==> src/rtl/musicbox_play_ctrl.sv <==
// musicbox_play_ctrl: playback sequencer and 1 Hz clock generator for the music box
//
// Ports:
//   clk        system clock
//   RESET      asynchronous reset, active-high
//   play_btn   debounced one-cycle pulse, toggles play/pause
//   next_btn   debounced one-cycle pulse, switches song
//   clk_1hz    50% square wave with a period of CLK_HZ cycles
//   tick_1s    one-cycle pulse in the cycle clk_1hz rises
//   song_sel   0 = song 1, 1 = song 2
//   sound_off  1 = muted/paused
//   play_secs  seconds played in the current song
//   song_end   one-cycle pulse after the current song reaches its length
//   state      STOP=00, PLAY=01, PAUSE=10, SWITCH=11
//
// Build option: define MUSICBOX_AUTO_ADVANCE_EN to move on to the other song at
// end of song; otherwise the current song loops.
module musicbox_play_ctrl #(
    parameter int CLK_HZ    = 100_000_000,
    parameter int SONG1_LEN = 90,
    parameter int SONG2_LEN = 120
) (
    input  logic        clk,
    input  logic        RESET,
    input  logic        play_btn,
    input  logic        next_btn,
    output logic        clk_1hz,
    output logic        tick_1s,
    output logic        song_sel,
    output logic        sound_off,
    output logic [11:0] play_secs,
    output logic        song_end,
    output logic [1:0]  state
);
    localparam int DW = $clog2(CLK_HZ);
    localparam logic [DW-1:0] DIV_LAST = DW'(CLK_HZ - 1);
    localparam logic [DW-1:0] DIV_HALF = DW'(CLK_HZ / 2);
    localparam logic [11:0] LAST1 = 12'(SONG1_LEN - 1);
    localparam logic [11:0] LAST2 = 12'(SONG2_LEN - 1);
`ifdef MUSICBOX_AUTO_ADVANCE_EN
    localparam bit AUTO_ADVANCE = 1'b1;
`else
    localparam bit AUTO_ADVANCE = 1'b0;
`endif
    typedef enum logic [1:0] {STOP = 2'b00, PLAY = 2'b01, PAUSE = 2'b10, SWITCH = 2'b11} state_t;
    state_t state_q, state_d;
    logic [DW-1:0] div_q, div_d;
    logic [11:0] play_secs_q, play_secs_d;
    logic clk_1hz_q, clk_1hz_d, tick_1s_q, tick_1s_d, song_sel_q, song_sel_d;
    logic sound_off_q, sound_off_d, song_end_q, song_end_d;
    logic song_done, toggle;
    always_ff @(posedge clk or posedge RESET) begin
        if (RESET) begin
            state_q     <= STOP;
            div_q       <= '0;
            play_secs_q <= '0;
            clk_1hz_q   <= 1'b0;
            tick_1s_q   <= 1'b0;
            song_sel_q  <= 1'b0;
            sound_off_q <= 1'b1;
            song_end_q  <= 1'b0;
        end else begin
            state_q     <= state_d;
            div_q       <= div_d;
            play_secs_q <= play_secs_d;
            clk_1hz_q   <= clk_1hz_d;
            tick_1s_q   <= tick_1s_d;
            song_sel_q  <= song_sel_d;
            sound_off_q <= sound_off_d;
            song_end_q  <= song_end_d;
        end
    end
    // next_btn outranks end of song, which outranks play_btn
    always_comb begin
        song_done = state_q == PLAY && tick_1s_q && play_secs_q == (song_sel_q ? LAST2 : LAST1);
        state_d   = state_q;
        case (state_q)
            STOP:    state_d = (!next_btn && play_btn) ? PLAY : STOP;
            PLAY:    state_d = next_btn ? SWITCH :
                               song_done ? (AUTO_ADVANCE ? SWITCH : PLAY) :
                               play_btn ? PAUSE : PLAY;
            PAUSE:   state_d = (!next_btn && play_btn) ? PLAY : PAUSE;
            default: state_d = PLAY;
        endcase
    end
    // Outputs are computed from the next state so the registered values line up with it;
    // the song toggles on entry to SWITCH, and buttons seen while in SWITCH are dropped.
    always_comb begin
        div_d       = div_q == DIV_LAST ? '0 : div_q + 1'b1;
        clk_1hz_d   = div_d >= DIV_HALF;
        tick_1s_d   = div_d == DIV_HALF;
        sound_off_d = state_d != PLAY;
        song_end_d  = song_done && !next_btn;
        toggle      = state_q != SWITCH && (next_btn || state_d == SWITCH);
        song_sel_d  = song_sel_q ^ toggle;
        play_secs_d = (toggle || song_done) ? 12'd0 :
                      (state_q == PLAY && tick_1s_q) ? play_secs_q + 12'd1 : play_secs_q;
    end
    assign state     = state_q;
    assign clk_1hz   = clk_1hz_q;
    assign tick_1s   = tick_1s_q;
    assign song_sel  = song_sel_q;
    assign sound_off = sound_off_q;
    assign play_secs = play_secs_q;
    assign song_end  = song_end_q;
endmodule
==> config.mk <==
export PLATFORM = sky130hd
export DESIGN_NAME = musicbox_play_ctrl
export DESIGN_NICKNAME = d
export VERILOG_FILES = /design/src/rtl/musicbox_play_ctrl.sv
export SDC_FILE = /design/constraint.sdc
export NUM_CORES = 1
export LEC_CHECK = 0
export ABC_AREA = 1
export CORE_UTILIZATION = 52
export DETAILED_ROUTE_END_ITERATION = 10
export GPL_TIMING_DRIVEN = 1
export PLACE_DENSITY = 0.76
export SYNTH_ARGS = -nofsm -noshare
export SYNTH_HDL_FRONTEND = slang
export SYNTH_SLANG_ARGS = --single-unit
==> constraint.sdc <==
create_clock -name clk -period 1.95 [get_ports clk]
set_input_delay 0.39 -clock clk [delete_from_list [all_inputs] [get_ports clk]]
set_output_delay 0.39 -clock clk [all_outputs]
set_load 0.005 [all_outputs]
==> Flow_metrics.wiki, run 1 <==
{| class="wikitable"
! Metric !! Value
|-
| RSZ-0062 raised after global routing || true
|-
| Warnings, synthesis || 0
|-
| Count of port buffers added during placement || 22
|-
| X dimension of the die || 75.1 um
|-
| Final instance count without filler cells || approximately 500
|-
| Via density per instance || 5.19
|-
| Finish-stage setup viols || 0
|-
| Outcome || finished clean
|-
| Reg-to-Reg End || tick_1s$_DFF_PP0_
|-
| Top FF cell, synth || dfrtp_1
|-
| CP Class || reg2reg
|-
| Die footprint || 5640 sq um
|-
| Master cell of the clock root buffer || clkbuf_8
|-
| Count of cells along the worst register-to-register path || 14
|-
| Relative slew slack || 0.726
|-
| Final RePlAce weighted congestion || ~1.0
|-
| Router iterations before antenna repair || 4
|-
| Placed cell area || roughly 3100 sq um
|-
| Final hold violation count || 0
|-
| Min cycle time layout || 1880 ps
|-
| Fin area || 3360 sq um
|-
| Number of global-route vias before repair || 2,426
|-
| Core Box Area || 5140 sq um
|-
| Seq/Total Area, Yosys || 0.415
|-
| Nets in the synthesized netlist || 402
|-
| Most frequent cells in the layout || nand2_1 (112), nor2_1 (58), inv_1 (52)
|-
| I/O pins || 23
|-
| Total Routed Length || 6680 um
|-
| First-pass GRT wire length || roughly 11,000 um
|-
| Worst setup slack after placement || 18.5 ps
|-
| Fin crit share || 0.965
|-
| Number of buffers between clock root and the deepest sink || 2
|-
| Die height || 75.1 um
|-
| Layout overhead on the synthesized area || 20.9%
|-
| Register clock-pin slew on the reported worst setup and hold paths || about 90 ps
|-
| Final HPWL DP || 5120 um
|-
| Highest cell delay on the worst timing path || 380 ps
|-
| Cell variety after synth || 32
|-
| Antenna Nets Post-Route || 0
|-
| Pin count of the biggest net entering global routing || 47
|-
| Arrival @ worst endpoint || 2130 ps
|-
| Combinational fraction of design power || 0.111
|-
| Synthesized netlist cell count || about 400
|-
| Net Sw Frac || 0.242
|-
| Avg Synthesized Cell Area || 7.01 sq um
|-
| Max rail drop VDD || ~0.00038 V
|-
| Number of H-tree levels || 2
|-
| Placed Cells || 494
|-
| Initial Utilization || 0.540
|-
| Final slew viol count || 0
|-
| WP data required || around 2200 ps
|-
| Post-detailed-route wirelength per cell || 13.3 um
|-
| Total overflow reported by the global router || 0
|-
| Hold Crit Class || in2async
|-
| Critical path capture point type || flop
|-
| Fraction of synthesis flops using an asynchronous set or reset pin || 1.00
|-
| Sink count of the clock tree || 46
|-
| Layout fillers || between 400 and 500
|-
| Max FO, Critical Path || 7
|-
| Power density over the cells || 588 nW/um^2
|-
| Via Count || 2,616
|-
| Transition time of the tightest slew-check pin || 410 ps
|-
| First DRT Iteration DRCs || 146
|-
| Crit path launch type || flop
|-
| Clock tree from TritonCTS || built
|-
| Proportion of layout cells with a drive suffix above 1 || 0.159
|-
| Clock latency at the later pin of the worst-skew pair || approximately 300 ps
|-
| Portion of total power attributed to sequential cells || 0.523
|-
| Max-Cap Viols || 0
|-
| Post-synthesis instance area || 2780 sq um
|-
| Psw || 0.478 mW
|-
| Count of antenna diodes in the layout || 0
|-
| Overall Global Routing Usage || 0.259
|-
| Leading cell type in the layout, fill and taps excluded || nand2_1
|-
| Total clock buffers created by CTS || 5
|-
| Row Count || 26
|-
| Pleak || between 1.5 and 2 nW
|-
| Clk_skew || 10.8 ps
|-
| Peak clock frequency supported by timing || 0.531 GHz
|-
| Min setup slack post-route || about 68 ps
|-
| Worst r2r src || div_q[1]$_DFF_PP0_
|-
| Antenna violations before repair || 0
|-
| Final nets || 439
|-
| Clock network fraction of total power || 0.365
|-
| Internal || 1.50 mW
|-
| DRC violation count after routing || 0
|-
| Cell type with the highest occurrence count on the critical path || nor2_2
|-
| Ordered cell list for the critical path || ha_2 -> inv_2 -> nor2_8 -> nand2_4 -> nor2_4 -> nand2_4 -> buf_4 -> nand2_2 -> nand2_1 -> nor2_2 -> nand2_1 -> nor2_2 -> nand3_1 -> nor2_2
|-
| Reg2reg setup slack || 70 ps
|-
| Number of flip-flops and latches in the synthesized netlist || 46
|-
| Utilization after layout || 0.654
|-
| CP max stage cell || dfrtp_1
|-
| Number of synthesized flops with an enable pin || 0
|}
==> area by class of cell <==
class                   count  area [sq um]  share of cell area
clock buffers               5          68.8              0.0205
multi-input cells         291          1480               0.439
clock inverters             3          45.0              0.0134
inverters                  57           218              0.0648
flip-flops and latches     46          1150               0.343
repair buffers             32           312              0.0927
well taps                  70          87.6              0.0261
==> layer usage <==
metal  GRT usage  part of all wire  vias to the layer above
met5           0                 0                        -
met4       0.143             0.035                        0
met3      0.0522             0.054                       23
met2       0.440              0.50                       94
met1       0.308              0.41                     1208
li1            -                 -                     1291
==> sequential cells by signal, summed over array words and instances, names as in the netlist <==
| name | cells |
|---|---|
| song_end | 1 |
| play_secs | 12 |
| state | 2 |
| song_sel | 1 |
| sound_off | 1 |
| clk_1hz | 1 |
| tick_1s | 1 |
| div_q | 27 |
==> power by group through the flow <==
stage,combinational (mW),sequential [mW],clock (mW)
detailed placement,0.224,1.05,0
global placement,0.219,1.05,0
global route,0.252,1.04,0.781
CTS,0.224,1.04,0.747
finish,0.220,1.03,0.722
floorplan,0.107,1.05,0
==> worst max-delay path by stage <==
stage	start	endpoint
final	div_q[1]$_DFF_PP0_	tick_1s$_DFF_PP0_
after global routing	div_q[8]$_DFF_PP0_	clk_1hz$_DFF_PP0_
after CTS	div_q[0]$_DFF_PP0_	clk_1hz$_DFF_PP0_
after detailed placement	div_q[0]$_DFF_PP0_	clk_1hz$_DFF_PP0_
after global placement	div_q[22]$_DFF_PP0_	tick_1s$_DFF_PP0_
after floorplan	div_q[0]$_DFF_PP0_	tick_1s$_DFF_PP0_
==> cells in the mapped netlist, drive strengths merged, types with 2 or more instances <==
| cell | instances | area share |
|---|---|---|
| or2 | 7 | 0.016 |
| nor3 | 5 | 0.0090 |
| clkinv | 2 | 0.0027 |
| xor2 | 10 | 0.032 |
| nand2 | 121 | 0.17 |
| nor4 | 3 | 0.0068 |
| nand4 | 4 | 0.0090 |
| xnor2 | 4 | 0.013 |
| inv | 55 | 0.074 |
| dfrtp | 45 | 0.41 |
| buf | 2 | 0.0059 |
| ha | 2 | 0.0090 |
| nand3 | 35 | 0.068 |
| o21ai | 5 | 0.0090 |
| nor2 | 81 | 0.13 |
| o21bai | 3 | 0.0081 |
| a21oi | 5 | 0.0090 |
==> cells by family (layout without fill, tap and decap cells) <==
group                      Yosys count  after routing  share of synthesized area
xor gates and xnor gates            14             14                     0.0441
AOI/OAI and AO/OA                   16             16                     0.0342
adders and majority gates            2              2                    0.00901
and+or+nand+nor                    259            259                      0.415
buffers and inverters               59             97                     0.0829
DFF                                 46             46                      0.415
==> stage by stage <==
stage,power [mW],hold WS [ps],TNS [ps]
2_1_floorplan,1.16,463,0
3_3_place_gp,1.27,508,0
3_5_place_dp,1.28,527,0
4_1_cts,2.01,440,0
5_1_grt,2.08,471,-88.7
6_report,1.98,438,0
==> critical path, delay by kind of cell (launching register included) <==
family / cells / cell delay (ps)
simple gates: 11 / 1020
flops: 1 / 380
buf+inv: 2 / 240
fa+ha+maj: 1 / 190
==> what timing repair did <==
item,4_1_cts,5_1_grt
hold endpoints to repair,0,0
hold buffers,0,0
resized for setup,1,27
buffers inserted,0,2
pin swaps,0,1
setup endpoints to repair,1,3
(Power assumes the default switching activity.)
==> inputs of run 2 (changes only) <==
--- a/config.mk
+++ b/config.mk
@@ -9,7 +9,7 @@
 export CORE_UTILIZATION = 52
 export DETAILED_ROUTE_END_ITERATION = 10
 export GPL_TIMING_DRIVEN = 1
-export PLACE_DENSITY = 0.76
+export PLACE_DENSITY_LB_ADDON = 0.12
 export SYNTH_ARGS = -nofsm -noshare
 export SYNTH_HDL_FRONTEND = slang
 export SYNTH_SLANG_ARGS = --single-unit
==> Flow_metrics.wiki, run 2 (synthesis gave the netlist of run 1 again) <==
{| class="wikitable"
! Metric !! Value
|-
| Via density per instance || 5.17 (-0.33%)
|-
| Final HPWL DP || 5020 um (-2.0%)
|-
| Number of buffers between clock root and the deepest sink || 2 (unchanged)
|-
| Relative slew slack || 0.743 (+0.0169)
|-
| Total overflow reported by the global router || 0 (unchanged)
|-
| Final slew viol count || 0 (unchanged)
|-
| Clock network fraction of total power || 0.359 (-0.006)
|-
| Psw || 0.464 mW (-2.9%)
|-
| Top reg by flops || div_q
|-
| Antenna Nets Post-Route || 0 (unchanged)
|-
| Max-Cap Viols || 0 (unchanged)
|-
| Crit path launch type || flop
|-
| Hold Crit Class || in2async
|-
| Sink count of the clock tree || 46 (unchanged)
|-
| WP data required || 2190 ps (about the same)
|-
| Die footprint || 5640 sq um (unchanged)
|-
| DRC violation count after routing || 0 (unchanged)
|-
| Total clock buffers created by CTS || 5 (unchanged)
|-
| Clock tree from TritonCTS || built
|-
| Pin count of the biggest net entering global routing || 31 (-34%)
|-
| Peak clock frequency supported by timing || 0.536 GHz (+0.83%)
|-
| Layout fillers || 462 (-1.5%)
|-
| Clock latency at the later pin of the worst-skew pair || 300 ps (about the same)
|-
| Initial Utilization || 0.540 (unchanged)
|-
| Max FO, Critical Path || 7 (unchanged)
|-
| Most frequent cells in the layout || nand2_1 (111), nor2_1 (63), inv_1 (52)
|-
| Core Box Area || 5140 sq um (unchanged)
|-
| X dimension of the die || 75.1 um (unchanged)
|-
| Flip-flop count of the largest register after layout || 27 (unchanged)
|-
| Combinational fraction of design power || 0.113 (+0.002)
|-
| Cell type with the highest occurrence count on the critical path || nor2_2
|-
| Row Count || 26 (unchanged)
|-
| Die height || 75.1 um (unchanged)
|-
| Total Neg Setup Slack || 0 ps (unchanged)
|-
| Number of H-tree levels || 2 (unchanged)
|-
| Final hold violation count || 0 (unchanged)
|-
| RSZ-0062 raised after global routing || true
|-
| Clk_skew || 8.08 ps (-2.67 ps)
|-
| Count of port buffers added during placement || 22 (unchanged)
|-
| Leading cell type in the layout, fill and taps excluded || nand2_1
|-
| Final nets || 449 (+2.3%)
|-
| Max rail drop VDD || 0.000430 V (+14%)
|-
| Ordered cell list for the critical path || ha_2 -> inv_2 -> nor2_8 -> nand2_4 -> nor2_4 -> nand2_4 -> buf_4 -> nand2_2 -> nand2_1 -> nor2_2 -> nand2_1 -> nor2_2 -> nand3_2 -> nor2_2
|-
| Count of antenna diodes in the layout || 0 (unchanged)
|-
| First DRT Iteration DRCs || 186 (+27%)
|-
| Reg2reg setup slack || 80 ps (+20 ps)
|-
| Total Routed Length || 6490 um (-2.8%)
|-
| Outcome || finished clean
|-
| Power density over the cells || 573 nW/um^2 (-2.5%)
|-
| CP Class || reg2reg
|-
| Via Count || 2,659 (+1.6%)
|-
| Fin crit share || 0.957 (-0.00790)
|-
| Router iterations before antenna repair || 5 (+1)
|-
| Number of global-route vias before repair || 2,434 (+0.33%)
|-
| CP max stage cell || dfrtp_1
|-
| Pleak || 1.60 nW (+3.1%)
|-
| Register clock-pin slew on the reported worst setup and hold paths || 90 ps (about the same)
|-
| Overall Global Routing Usage || 0.251 (-0.00814)
|-
| Arrival @ worst endpoint || 2110 ps (-20 ps)
|-
| Highest cell delay on the worst timing path || 360 ps (-20 ps)
|-
| Proportion of layout cells with a drive suffix above 1 || 0.171 (+0.0122)
|-
| Net Sw Frac || 0.236 (-0.00561)
|-
| Placed Cells || 503 (+1.8%)
|-
| Post-detailed-route wirelength per cell || 12.6 um (-4.7%)
|-
| Min cycle time layout || 1870 ps (-15.4 ps)
|-
| Final instance count without filler cells || 514 (+2.0%)
|-
| Internal || 1.50 mW (+0.12%)
|-
| Critical path capture point type || flop
|-
| Layout overhead on the synthesized area || 23.3%
|-
| Transition time of the tightest slew-check pin || 383 ps (-27.2 ps)
|-
| First-pass GRT wire length || 10,500 um (-0.97%)
|-
| Quantity of hold-fixing buffers added after cts || 0 (unchanged)
|-
| Finish-stage setup viols || 0 (unchanged)
|-
| Portion of total power attributed to sequential cells || 0.528 (+0.005)
|-
| Master cell of the clock root buffer || clkbuf_8
|-
| Utilization after layout || 0.667 (+0.0129)
|-
| Antenna violations before repair || 0 (unchanged)
|-
| Final RePlAce weighted congestion || 0.908 (-10%)
|-
| I/O pins || 23 (unchanged)
|}
## run 2: cell types whose count changed in the layout (fill, tap and decap cells not counted), moves of 2 or more
| cell | before | now |
|---|---|---|
| nand3_1 | 30 | 28 |
| buf_4 | 8 | 18 |
| nand3_2 | 5 | 7 |
| nor2_1 | 58 | 63 |
| nor2_2 | 18 | 13 |
## run 2: repair_timing
action                                  in CTS  in global routing
resized for setup                            0                 27
buffers inserted                             0                  3
endpoints found under the setup margin       0                 14
## run 2: routing by layer
layer / vias up / share of wire / track usage
met5: - / 0 / 0
met4: 0 / 0.022 / 0.0943
met3: 15 / 0.055 / 0.0455
met2: 104 / 0.49 / 0.440
met1: 1228 / 0.44 / 0.308
li1: 1312 / - / -
## run 2: worst paths after layout
kind                                    startpoint                       end  cells past startpoint
worst max-delay path            div_q[1]$_DFF_PP0_         tick_1s$_DFF_PP0_                     14
worst min-delay path                         RESET  play_secs[7]$_DFFE_PP0P_                      2
worst max register to register  div_q[1]$_DFF_PP0_         tick_1s$_DFF_PP0_                     14
worst min register to register  state[1]$_DFF_PP0_        state[1]$_DFF_PP0_                      2
max in group asynchronous                    RESET       div_q[16]$_DFF_PP0_                      3
min in group clk                state[1]$_DFF_PP0_        state[1]$_DFF_PP0_                      2
## run 2: power groups by stage
stage                     combinational (mW)  clock [mW]  sequential [mW]
after floorplan                        0.107           0             1.05
after global placement                 0.218           0             1.05
after detailed placement               0.224           0             1.06
after CTS                              0.225       0.727             1.04
after global routing                   0.253       0.753             1.04
final                                  0.221       0.705             1.04
## run 2: critical path, delay by kind of cell (launching register included)
kind | cells | cell delay (ps)
flip-flops | 1 | 360
adder cells (fa/ha/maj) | 1 | 190
AND/OR/NAND/NOR | 11 | 1010
buffers and inverters | 2 | 220
## run 2: layout make-up
type	count	area, sq um	area share
multi-input cells	291	1470	0.429
repair buffers	42	387	0.113
clock buffers	6	72.6	0.0212
well taps	70	87.6	0.0256
flip-flops and latches	46	1150	0.337
clock inverters	2	37.5	0.0110
inverters	57	218	0.0636
## run 2: through the flow
step | worst slack, ps | hold WS [ps] | instance area [sq um] | total power [mW]
finish | 83.5 | 377 | 3430 | 1.96
global route | -75.1 | 414 | 3430 | 2.05
CTS | 19.3 | 390 | 3320 | 1.99
detailed placement | 46.4 | 524 | 3210 | 1.28
global placement | 96.8 | 517 | 3210 | 1.27
floorplan | 135 | 463 | 2780 | 1.16
==> inputs of run 3 (changes only) <==
--- a/config.mk
+++ b/config.mk
@@ -8,6 +8,7 @@
 export ABC_AREA = 1
 export CORE_UTILIZATION = 52
 export DETAILED_ROUTE_END_ITERATION = 10
+export GPL_ROUTABILITY_DRIVEN = 0
 export GPL_TIMING_DRIVEN = 1
 export PLACE_DENSITY_LB_ADDON = 0.12
 export SYNTH_ARGS = -nofsm -noshare
==> Flow_metrics.wiki, run 3 (synthesis gave the netlist of run 1 again) <==
{| class="wikitable"
! Metric !! Value
|-
| Total overflow reported by the global router || 0 (unchanged)
|-
| Utilization after layout || 0.675 (+0.00828)
|-
| Antenna violations before repair || 0 (unchanged)
|-
| Pleak || 1.61 nW (+0.99%)
|-
| Total Routed Length || 6670 um (+2.7%)
|-
| DRC violation count after routing || 0 (unchanged)
|-
| Count of antenna diodes in the layout || 0 (unchanged)
|-
| Placed cell area || 3210 sq um (unchanged)
|-
| Grt met2 use || 0.421 (-0.0190)
|-
| Die footprint || 5640 sq um (unchanged)
|-
| Final hold violation count || 0 (unchanged)
|-
| Reg-to-Reg End || tick_1s$_DFF_PP0_
|-
| Register clock-pin slew on the reported worst setup and hold paths || 80 ps (about the same)
|-
| Portion of total power attributed to sequential cells || 0.558 (+0.030)
|-
| Final slew viol count || 0 (unchanged)
|-
| Design Power || 1.86 mW (-5.5%)
|-
| Reg2reg setup slack || 70 ps (-20 ps)
|-
| Top reg by flops || div_q
|-
| Clock network fraction of total power || 0.324 (-0.035)
|-
| Number of H-tree levels || 2 (unchanged)
|-
| Min cycle time layout || 1880 ps (+15.7 ps)
|-
| X dimension of the die || 75.1 um (unchanged)
|-
| Power density over the cells || 535 nW/um^2 (-6.6%)
|-
| Pin count of the biggest net entering global routing || 31 (unchanged)
|-
| Sink count of the clock tree || 46 (unchanged)
|-
| RSZ-0062 raised after global routing || true
|-
| Fin area || 3470 sq um (+1.2%)
|-
| Fin crit share || 0.965 (+0.00807)
|-
| Row Count || 26 (unchanged)
|-
| Core Box Area || 5140 sq um (unchanged)
|-
| Placed Cells || 503 (unchanged)
|-
| Final instance count without filler cells || 514 (unchanged)
|-
| Final nets || 449 (unchanged)
|-
| Total clock buffers created by CTS || 5 (unchanged)
|-
| Number of buffers between clock root and the deepest sink || 2 (unchanged)
|-
| Clock tree from TritonCTS || built
|-
| Max-Cap Viols || 0 (unchanged)
|-
| Met1 GRT Util || 0.297 (-0.0110)
|-
| Clock latency at the later pin of the worst-skew pair || 300 ps (about the same)
|-
| Transition time of the tightest slew-check pin || 389 ps (+6.38 ps)
|-
| Master cell of the clock root buffer || clkbuf_8
|-
| CP Class || reg2reg
|-
| Proportion of layout cells with a drive suffix above 1 || 0.194 (+0.0225)
|-
| First DRT Iteration DRCs || 148 (-20%)
|-
| Initial Utilization || 0.540 (unchanged)
|-
| Clk_skew || 5.79 ps (-2.29 ps)
|-
| Max FO, Critical Path || 4 (-3)
|-
| Count of port buffers added during placement || 22 (unchanged)
|-
| Layout overhead on the synthesized area || 24.9%
|-
| WP data required || 2190 ps (about the same)
|-
| Arrival @ worst endpoint || 2120 ps (about the same)
|-
| Flip-flop count of the largest register after layout || 27 (unchanged)
|-
| Max rail drop VDD || 0.000362 V (-16%)
|-
| Antenna Nets Post-Route || 0 (unchanged)
|-
| Post-detailed-route wirelength per cell || 13.0 um (+2.7%)
|-
| Net Sw Frac || 0.245 (+0.00836)
|-
| Peak clock frequency supported by timing || 0.531 GHz (-0.84%)
|-
| Router iterations before antenna repair || 5 (unchanged)
|-
| Leading cell type in the layout, fill and taps excluded || nand2_1
|-
| I/O pins || 23 (unchanged)
|-
| Count of cells along the worst register-to-register path || 12 (-2)
|-
| Via density per instance || 5.11 (-1.1%)
|-
| Smallest hold slack || 374 ps (-3.51 ps)
|-
| Via Count || 2,629 (-1.1%)
|-
| Quantity of hold-fixing buffers added after cts || 0 (unchanged)
|-
| Number of global-route vias before repair || 2,290 (-5.9%)
|-
| Overall Global Routing Usage || 0.246 (-0.00529)
|-
| First-pass GRT wire length || 10,100 um (-4.5%)
|-
| Worst r2r src || div_q[2]$_DFF_PP0_
|-
| Psw || 0.454 mW (-2.1%)
|-
| Outcome || finished clean
|-
| Relative slew slack || 0.740 (-0.00292)
|-
| Crit path launch type || flop
|-
| Combinational fraction of design power || 0.119 (+0.006)
|-
| Finish-stage setup viols || 0 (unchanged)
|-
| Most used routing layer in global routing || met2
|-
| Internal || 1.40 mW (-6.5%)
|-
| Hold Crit Class || in2async
|-
| Critical path capture point type || flop
|-
| Final HPWL DP || 5050 um (+0.51%)
|-
| Die height || 75.1 um (unchanged)
|-
| Most frequent cells in the layout || nand2_1 (108), nor2_1 (59), inv_1 (50)
|-
| Met3 GRT Util || 0.0522 (+0.00669)
|}
## run 3: power by group through the flow
| stage | clock (mW) | sequential (mW) | combinational (mW) |
|---|---|---|---|
| floorplan | 0 | 1.05 | 0.107 |
| global placement | 0 | 1.05 | 0.218 |
| detailed placement | 0 | 1.06 | 0.223 |
| CTS | 0.620 | 1.04 | 0.224 |
| global route | 0.660 | 1.04 | 0.249 |
| finish | 0.601 | 1.03 | 0.220 |
## run 3: worst max path at each step
stage	slack, ps	end	start	cells past startpoint
floorplan	140	tick_1s$_DFF_PP0_	div_q[0]$_DFF_PP0_	14
detailed placement	70	tick_1s$_DFF_PP0_	div_q[1]$_DFF_PP0_	12
global route	-50	clk_1hz$_DFF_PP0_	div_q[7]$_DFF_PP0_	12
CTS	40	tick_1s$_DFF_PP0_	div_q[1]$_DFF_PP0_	14
finish	70	tick_1s$_DFF_PP0_	div_q[2]$_DFF_PP0_	12
global placement	100	tick_1s$_DFF_PP0_	div_q[1]$_DFF_PP0_	12
## run 3: area by class of cell
| class | instances | area [sq um] |
|---|---|---|
| fill | 467 | 1670 |
| multi-input combinational | 291 | 1520 |
| sequential | 46 | 1150 |
| timing repair buffer | 42 | 394 |
| inverter | 57 | 220 |
| tap | 70 | 87.6 |
| clock buffer | 7 | 86.3 |
| clock inverter | 1 | 5.00 |
## run 3: worst max-delay path, cell delays in order (launching register included)
cell and delay (ps):
dfrtp_1 440, nand2_2 160, nor2_2 80, nand2_1 120, nor2_2 80, or2_2 280, nand2_1 100, nand2_1 60
inv_1 70, nand3_1 110, nor2_2 140, nand3_2 80, nor2_2 110
## run 3: per-stage QoR
| step | setup TNS [ps] | setup WS (ps) |
|---|---|---|
| 5_1_grt | -93.4 | -51.2 |
| 4_1_cts | 0 | 40.6 |
| 2_1_floorplan | 0 | 135 |
| 3_5_place_dp | 0 | 68.6 |
| 6_report | 0 | 67.8 |
| 3_3_place_gp | 0 | 104 |
## run 3: timing repair
item | in CTS | in global routing
buffers inserted | 0 | 3
resized for setup | 0 | 44
endpoints found under the setup margin | 0 | 3
## run 3: metal layers
metal | part of all wire | vias up
li1 | - | 1318
met1 | 0.43 | 1204
met2 | 0.49 | 86
met3 | 0.047 | 21
met4 | 0.030 | 0
met5 | 0 | -
